===== src/rtl/sha256_block_sequencer_if.sv =====
// Message-word stream and digest handshake between the source/consumer and sha256_block_sequencer.
interface sha256_block_sequencer_if;
    logic         word_valid;
    logic         word_ready;
    logic [31:0]  word_data;
    logic         word_first;
    logic         digest_valid;
    logic         digest_ready;
    logic [255:0] digest;

    modport master (
        output word_valid, word_data, word_first, digest_ready,
        input  word_ready, digest_valid, digest
    );

    modport slave (
        input  word_valid, word_data, word_first, digest_ready,
        output word_ready, digest_valid, digest
    );
endinterface


===== src/rtl/sha256_block_sequencer.sv =====
// Buffers one 16-word block, steps the SHA-256 round generator, folds its final state into the chaining digest.
// Define SHA256_SEQ_SHA224_EN to add input sel_224 (SHA-224 IV selected with a first-block W0).
module sha256_block_sequencer #(
    parameter int unsigned DRAIN_CYCLES = 2
) (
    input  logic                    clk,
    input  logic                    rst,
`ifdef SHA256_SEQ_SHA224_EN
    input  logic                    sel_224,
`endif
    sha256_block_sequencer_if.slave bus,
    output logic [5:0]              gen_counter,
    output logic [31:0]             gen_word,
    output logic [255:0]            gen_init,
    input  logic [287:0]            gen_state,
    output logic                    busy
);
    localparam logic [255:0] IV256 = 256'h6a09e667_bb67ae85_3c6ef372_a54ff53a_510e527f_9b05688c_1f83d9ab_5be0cd19;
    localparam logic [7:0]   DRAIN_LAST = 8'(DRAIN_CYCLES - 1);

    typedef enum logic [2:0] {IDLE, LOAD, RUN, DRAIN, FINAL, OUT} state_e;

    state_e       state_q;
    logic [3:0]   cnt_q;
    logic [7:0]   drain_q;
    logic [5:0]   gen_counter_q;
    logic         word_ready_q;
    logic         digest_valid_q;
    logic         busy_q;
    logic [255:0] chain_q;
    logic [255:0] digest_q;
    logic [31:0]  buf_q [16];
    logic [255:0] sum_d;
    logic [255:0] iv_d;
    logic         word_hs;

`ifdef SHA256_SEQ_SHA224_EN
    localparam logic [255:0] IV224 = 256'hc1059ed8_367cd507_3070dd17_f70e5939_ffc00b31_68581511_64f98fa7_befa4fa4;
    assign iv_d = sel_224 ? IV224 : IV256;
`else
    assign iv_d = IV256;
`endif

    assign word_hs = bus.word_valid & word_ready_q;

    // Working A arrives split in two halves; each 32-bit word is added independently.
    always_comb begin
        sum_d = '0;
        sum_d[255:224] = chain_q[255:224] + gen_state[287:256] + gen_state[255:224];
        for (int unsigned i = 0; i < 7; i++) begin
            sum_d[i*32 +: 32] = chain_q[i*32 +: 32] + gen_state[i*32 +: 32];
        end
    end

    always_ff @(posedge clk) begin
        if (rst) begin
            state_q        <= IDLE;
            cnt_q          <= '0;
            drain_q        <= '0;
            gen_counter_q  <= '0;
            word_ready_q   <= 1'b0;
            digest_valid_q <= 1'b0;
            busy_q         <= 1'b0;
            chain_q        <= IV256;
            digest_q       <= IV256;
        end else begin
            case (state_q)
                IDLE: begin
                    word_ready_q <= 1'b1;
                    if (word_hs) begin
                        buf_q[0] <= bus.word_data;
                        chain_q  <= bus.word_first ? iv_d : digest_q;
                        cnt_q    <= 4'd1;
                        busy_q   <= 1'b1;
                        state_q  <= LOAD;
                    end
                end
                LOAD: begin
                    if (word_hs) begin
                        buf_q[cnt_q] <= bus.word_data;
                        cnt_q        <= cnt_q + 4'd1;
                        if (cnt_q == 4'd15) begin
                            word_ready_q  <= 1'b0;
                            gen_counter_q <= '0;
                            state_q       <= RUN;
                        end
                    end
                end
                RUN: begin
                    if (gen_counter_q == 6'd63) begin
                        drain_q <= '0;
                        state_q <= DRAIN;
                    end else begin
                        gen_counter_q <= gen_counter_q + 6'd1;
                    end
                end
                DRAIN: begin
                    if (drain_q == DRAIN_LAST) begin
                        gen_counter_q <= '0;
                        state_q       <= FINAL;
                    end else begin
                        drain_q <= drain_q + 8'd1;
                    end
                end
                FINAL: begin
                    chain_q        <= sum_d;
                    digest_q       <= sum_d;
                    digest_valid_q <= 1'b1;
                    state_q        <= OUT;
                end
                OUT: begin
                    if (bus.digest_ready) begin
                        digest_valid_q <= 1'b0;
                        busy_q         <= 1'b0;
                        word_ready_q   <= 1'b1;
                        state_q        <= IDLE;
                    end
                end
                default: state_q <= IDLE;
            endcase
        end
    end

    assign bus.word_ready   = word_ready_q;
    assign bus.digest_valid = digest_valid_q;
    assign bus.digest       = digest_q;
    assign gen_counter      = gen_counter_q;
    assign gen_init         = chain_q;
    assign busy             = busy_q;
    assign gen_word         = (state_q == RUN && gen_counter_q < 6'd16) ? buf_q[gen_counter_q[3:0]] : '0;
endmodule


===== src/flat_wrapper.sv =====
// flat-port wrapper written by rule: the top's interface ports become plain ports
module sha256_block_sequencer_flat 
#(
    parameter int unsigned DRAIN_CYCLES = 2
)
  (clk, rst, gen_counter, gen_word, gen_init, gen_state, busy, bus_word_valid, bus_word_data, bus_word_first, bus_digest_ready, bus_word_ready, bus_digest_valid, bus_digest);
  sha256_block_sequencer_if bus_i ();
  input  logic clk;
  input  logic rst;
  output logic [5:0] gen_counter;
  output logic [31:0] gen_word;
  output logic [255:0] gen_init;
  input  logic [287:0] gen_state;
  output logic busy;
  input wire logic [$bits(bus_i.word_valid)-1:0] bus_word_valid;
  input wire logic [$bits(bus_i.word_data)-1:0] bus_word_data;
  input wire logic [$bits(bus_i.word_first)-1:0] bus_word_first;
  input wire logic [$bits(bus_i.digest_ready)-1:0] bus_digest_ready;
  output wire logic [$bits(bus_i.word_ready)-1:0] bus_word_ready;
  output wire logic [$bits(bus_i.digest_valid)-1:0] bus_digest_valid;
  output wire logic [$bits(bus_i.digest)-1:0] bus_digest;
  assign bus_i.word_valid = bus_word_valid;
  assign bus_i.word_data = bus_word_data;
  assign bus_i.word_first = bus_word_first;
  assign bus_i.digest_ready = bus_digest_ready;
  assign bus_word_ready = bus_i.word_ready;
  assign bus_digest_valid = bus_i.digest_valid;
  assign bus_digest = bus_i.digest;
  sha256_block_sequencer #(.DRAIN_CYCLES(DRAIN_CYCLES)) u_core (.clk(clk), .rst(rst), .bus(bus_i), .gen_counter(gen_counter), .gen_word(gen_word), .gen_init(gen_init), .gen_state(gen_state), .busy(busy));
endmodule

===== config.mk =====
export PLATFORM = sky130hd
export DESIGN_NAME = sha256_block_sequencer_flat
export DESIGN_NICKNAME = d
export VERILOG_FILES = /design/src/rtl/sha256_block_sequencer_if.sv /design/src/rtl/sha256_block_sequencer.sv /design/src/flat_wrapper.sv
export SDC_FILE = /design/constraint.sdc
export NUM_CORES = 2
export LEC_CHECK = 0
export ABC_AREA = 1
export BUFFER_PORTS_ARGS = -buffer_cell sky130_fd_sc_hd__buf_2
export CAP_MARGIN = 10
export CORE_ASPECT_RATIO = 1.2
export CORE_MARGIN = 4
export CORE_UTILIZATION = 45
export CTS_CLUSTER_DIAMETER = 50
export DETAILED_ROUTE_END_ITERATION = 8
export GPL_TIMING_DRIVEN = 0
export PLACE_DENSITY = 0.68
export RECOVER_POWER = 100
export SLEW_MARGIN = 20
export SYNTH_ARGS = -nofsm -noshare
export SYNTH_HDL_FRONTEND = slang
export SYNTH_SLANG_ARGS = --single-unit

===== constraint.sdc =====
create_clock -name clk -period 2.9 [get_ports clk]
set_clock_uncertainty 0.05 [all_clocks]
set_input_delay 0.435 -clock clk [delete_from_list [all_inputs] [get_ports clk]]
set_output_delay 0.435 -clock clk [all_outputs]
set_load 0.02 [all_outputs]

==> reports/results.ini <==
[global_routing]
grt_overflow = 0
grt_max_degree = 21
gr-usage-met1 = 0.5104
grt_busiest_layer = met2
grt_pass1_wl_mm = 446.9
grt_pass1_vias = 60108
grtUsageTotal = 0.4628
antenna_found_initial = 74
met3_usage = 0.1776
grt_util_met2 = 0.6963

[sta]
max-slew-margin-rel = 0.09306
setup_ws_ns = -0.6230
hold_viol = 0
post-route-period-util = 1.215
fin_crit_ns = 3.523
slew_violations = 0
fin_tns_setup_ns = -46.98
fmax_ghz = 0.2839
finalSetupViolations = 317
rsz0062_at_grt = yes
tightest_slew_ns = 1.360

[die]
die_x_um = 337.5
dieArea_um2 = 136100
initial_core_util = 0.4551
die_h_um = 403.4
core_region_area_um2 = 128800
ioPinCount = 878
rows = 144

[clock_tree]
cts_buffers = 120
htreeDepth = 3
clock_tree.root_cell = clkbuf_16
clock_latency_ns = 0.80
clkTransAtPathRegs_ns = 0.07
clock-sinks = 1052
cts.path.max_buffers = 3
cts_tree = done

[place]
port-buffer-count = 876
gp_congestion = 1.059
pre_cts_slack_ns = -0.8358
hpwl_mm = 255.4

[synthesis]
yosys.cell_types.count = 46
yosys_warnings = 0
synth_seq_area_share = 0.4466
ys_ff_latch = 1052
synth_flop_cell = dfxtp_1
syn_area_um2 = 58630
synthCells = 7831
async_reset_ff_frac = 0
synth_edf_count = 512
synthesis.nets = 8446
syn_avg_cell_area_um2 = 7.486

[setup_path]
crit_chain = buf_6 > buf_16 > clkbuf_8 > o21ai_0 > o221ai_1 > o21ai_1 > nand2_1 > nand2_2 > a31oi_4 > buf_6
required_ns = 2.41
r2r_slack_ns = -0.28
cp_top_family = compound AO/OA/AOI/OAI gates
cp.arrival_ns = 3.04
crit_fanout = 10
end_kind = output pin
path_class = reg -> out
worst_setup_path_start_kind = flop
cpMaxStageDelayCell = dfxtp_4
critPathMaxStageDelay_ns = 0.42
path_common_cell = buf_6
crit_buf_inv = 4

[route]
vias_per_cell = 6.003
vias = 64820
drt_first_pass_iters = 9
dr.first_iter.drc_count = 8237
ant_nets = 0
wl_per_cell_um = 30.70
drc_errors = 0
drt-total-wl_mm = 331.5

[power]
power_density_nw_per_um2 = 770.9
p_leak_nw = 31.80
peakVddDrop_mv = 0.8562

[flow_run]
maxCapViolCount = 0

[status]
outcome = finished with violations
failed_checks = negative setup slack

[layout]
finalNetCount = 9580
drive_gt1_frac = 0.1197
synthToLayoutAreaGrowth_pct = 24.94

[worst_hold_path]
hold_class = in -> reg

## sequential cells by signal (all words and copies together) (netlist names), named ones only
register and cells:
u_core.gen_init 256, u_core.bus.word_ready 1, u_core.buf_q 512, u_core.state_q 3, u_core.bus.digest 256, u_core.cnt_q 4, u_core.bus.digest_valid 1, u_core.busy 1
u_core.gen_counter 6, u_core.drain_q 8
## through the flow
stage	util	std cells	instance area [um2]	total power, W	hold WS, ns
after global placement	0.5055	10386	65130	0.03653	0.3991
after floorplan	-	7831	58640	0.02918	0.4230
final	0.5686	10798	73250	0.05647	0.06329
after detailed placement	0.5110	10410	65830	0.03676	0.4071
after CTS	0.5697	10735	73390	0.05513	0.0003442
after global routing	0.5682	10777	73190	0.05839	0.05178
## Yosys cell counts (58+ instances only)
master,number,area share
o21ai_0,560,0.048
nand3_1,444,0.038
o22ai_1,101,0.011
a31oi_1,146,0.016
inv_1,866,0.055
ha_1,251,0.054
buf_2,96,0.0082
dfxtp_1,540,0.18
nand2_1,2363,0.15
nor2_1,652,0.042
edfxtp_1,512,0.26
a21oi_1,648,0.055
clkbuf_1,177,0.011
o21ai_1,58,0.0050
## layout by cell type (no fill, tap or decap), types with 111 or more instances in the layout
| master | count |
|---|---|
| nand2_1 | 2326 |
| inv_1 | 868 |
| clkbuf_1 | 687 |
| a21oi_1 | 639 |
| nor2_1 | 594 |
| dfxtp_1 | 529 |
| edfxtp_1 | 512 |
| o21ai_0 | 472 |
| nand3_1 | 432 |
| buf_2 | 342 |
| ha_1 | 241 |
| clkbuf_16 | 139 |
| a31oi_1 | 123 |
| o21ai_1 | 111 |
## metal layers
| layer | up-vias | share of wire |
|---|---|---|
| met1 | 30581 | 0.34 |
| met5 | - | 0.0011 |
| met4 | 32 | 0.11 |
| met3 | 1376 | 0.13 |
| met2 | 4423 | 0.42 |
| li1 | 28408 | - |
## power breakdown
part / internal, W / leakage [nW] / total (W) / switching (W)
clock network: 0.00873 / 1.96 / 0.0158 / 0.00710
logic: 0.00751 / 20.9 / 0.0230 / 0.0155
registers: 0.0165 / 8.99 / 0.0176 / 0.00117
total: 0.0327 / 31.8 / 0.0565 / 0.0238
## path summary, 6_finish.rpt
check / endpoint / from / cells after the start
worst max-delay path: gen_word[3] / flop / 10
worst min register to register: u_core.bus.digest_valid / u_core.bus.digest_valid / 2
worst max register to register: u_core.gen_init[180] / u_core.bus.word_ready / 8
worst min-delay path: u_core.bus.digest[97] / gen_state[97] / 4
## worst min-delay path: stages
cell	delay [ns]
buf_2	0.11
fa_1	0.17
nand2_1	0.05
nand3_1	0.09
## area by class of cell
class / count / area, um2
clock buffer: 156 / 3309
timing repair buffer: 1018 / 6006
multi-input combinational: 5585 / 29040
antenna: 53 / 132.6
inverter: 875 / 3301
fill: 12300 / 55580
clock inverter: 67 / 753.2
tap: 1679 / 2101
sequential: 1052 / 26200
buffer: 313 / 2400
## cells by family (layout without fill, tap and decap cells)
| group | after synthesis | after routing | synth area share |
|---|---|---|---|
| other | 0 | 53 | 0 |
| adders and majority gates | 290 | 290 | 0.06689 |
| xor gates and xnor gates | 37 | 37 | 0.005528 |
| buffers and inverters | 1194 | 2429 | 0.08035 |
| AOI/OAI and AO/OA | 1623 | 1623 | 0.1501 |
| and+or+nand+nor | 3635 | 3635 | 0.2504 |
| DFF | 1052 | 1052 | 0.4466 |
## repair_timing
item | 4_1_cts | 5_1_grt
cloned | 30 | 3
resized for setup | 575 | 230
setup endpoints to repair | 325 | 154
hold buffers | 31 | 0
buffers inserted | 42 | 21
endpoints found under the hold margin | 386 | 0
pin swaps | 119 | 111
Note: power is estimated with default switching activity, not from simulation.
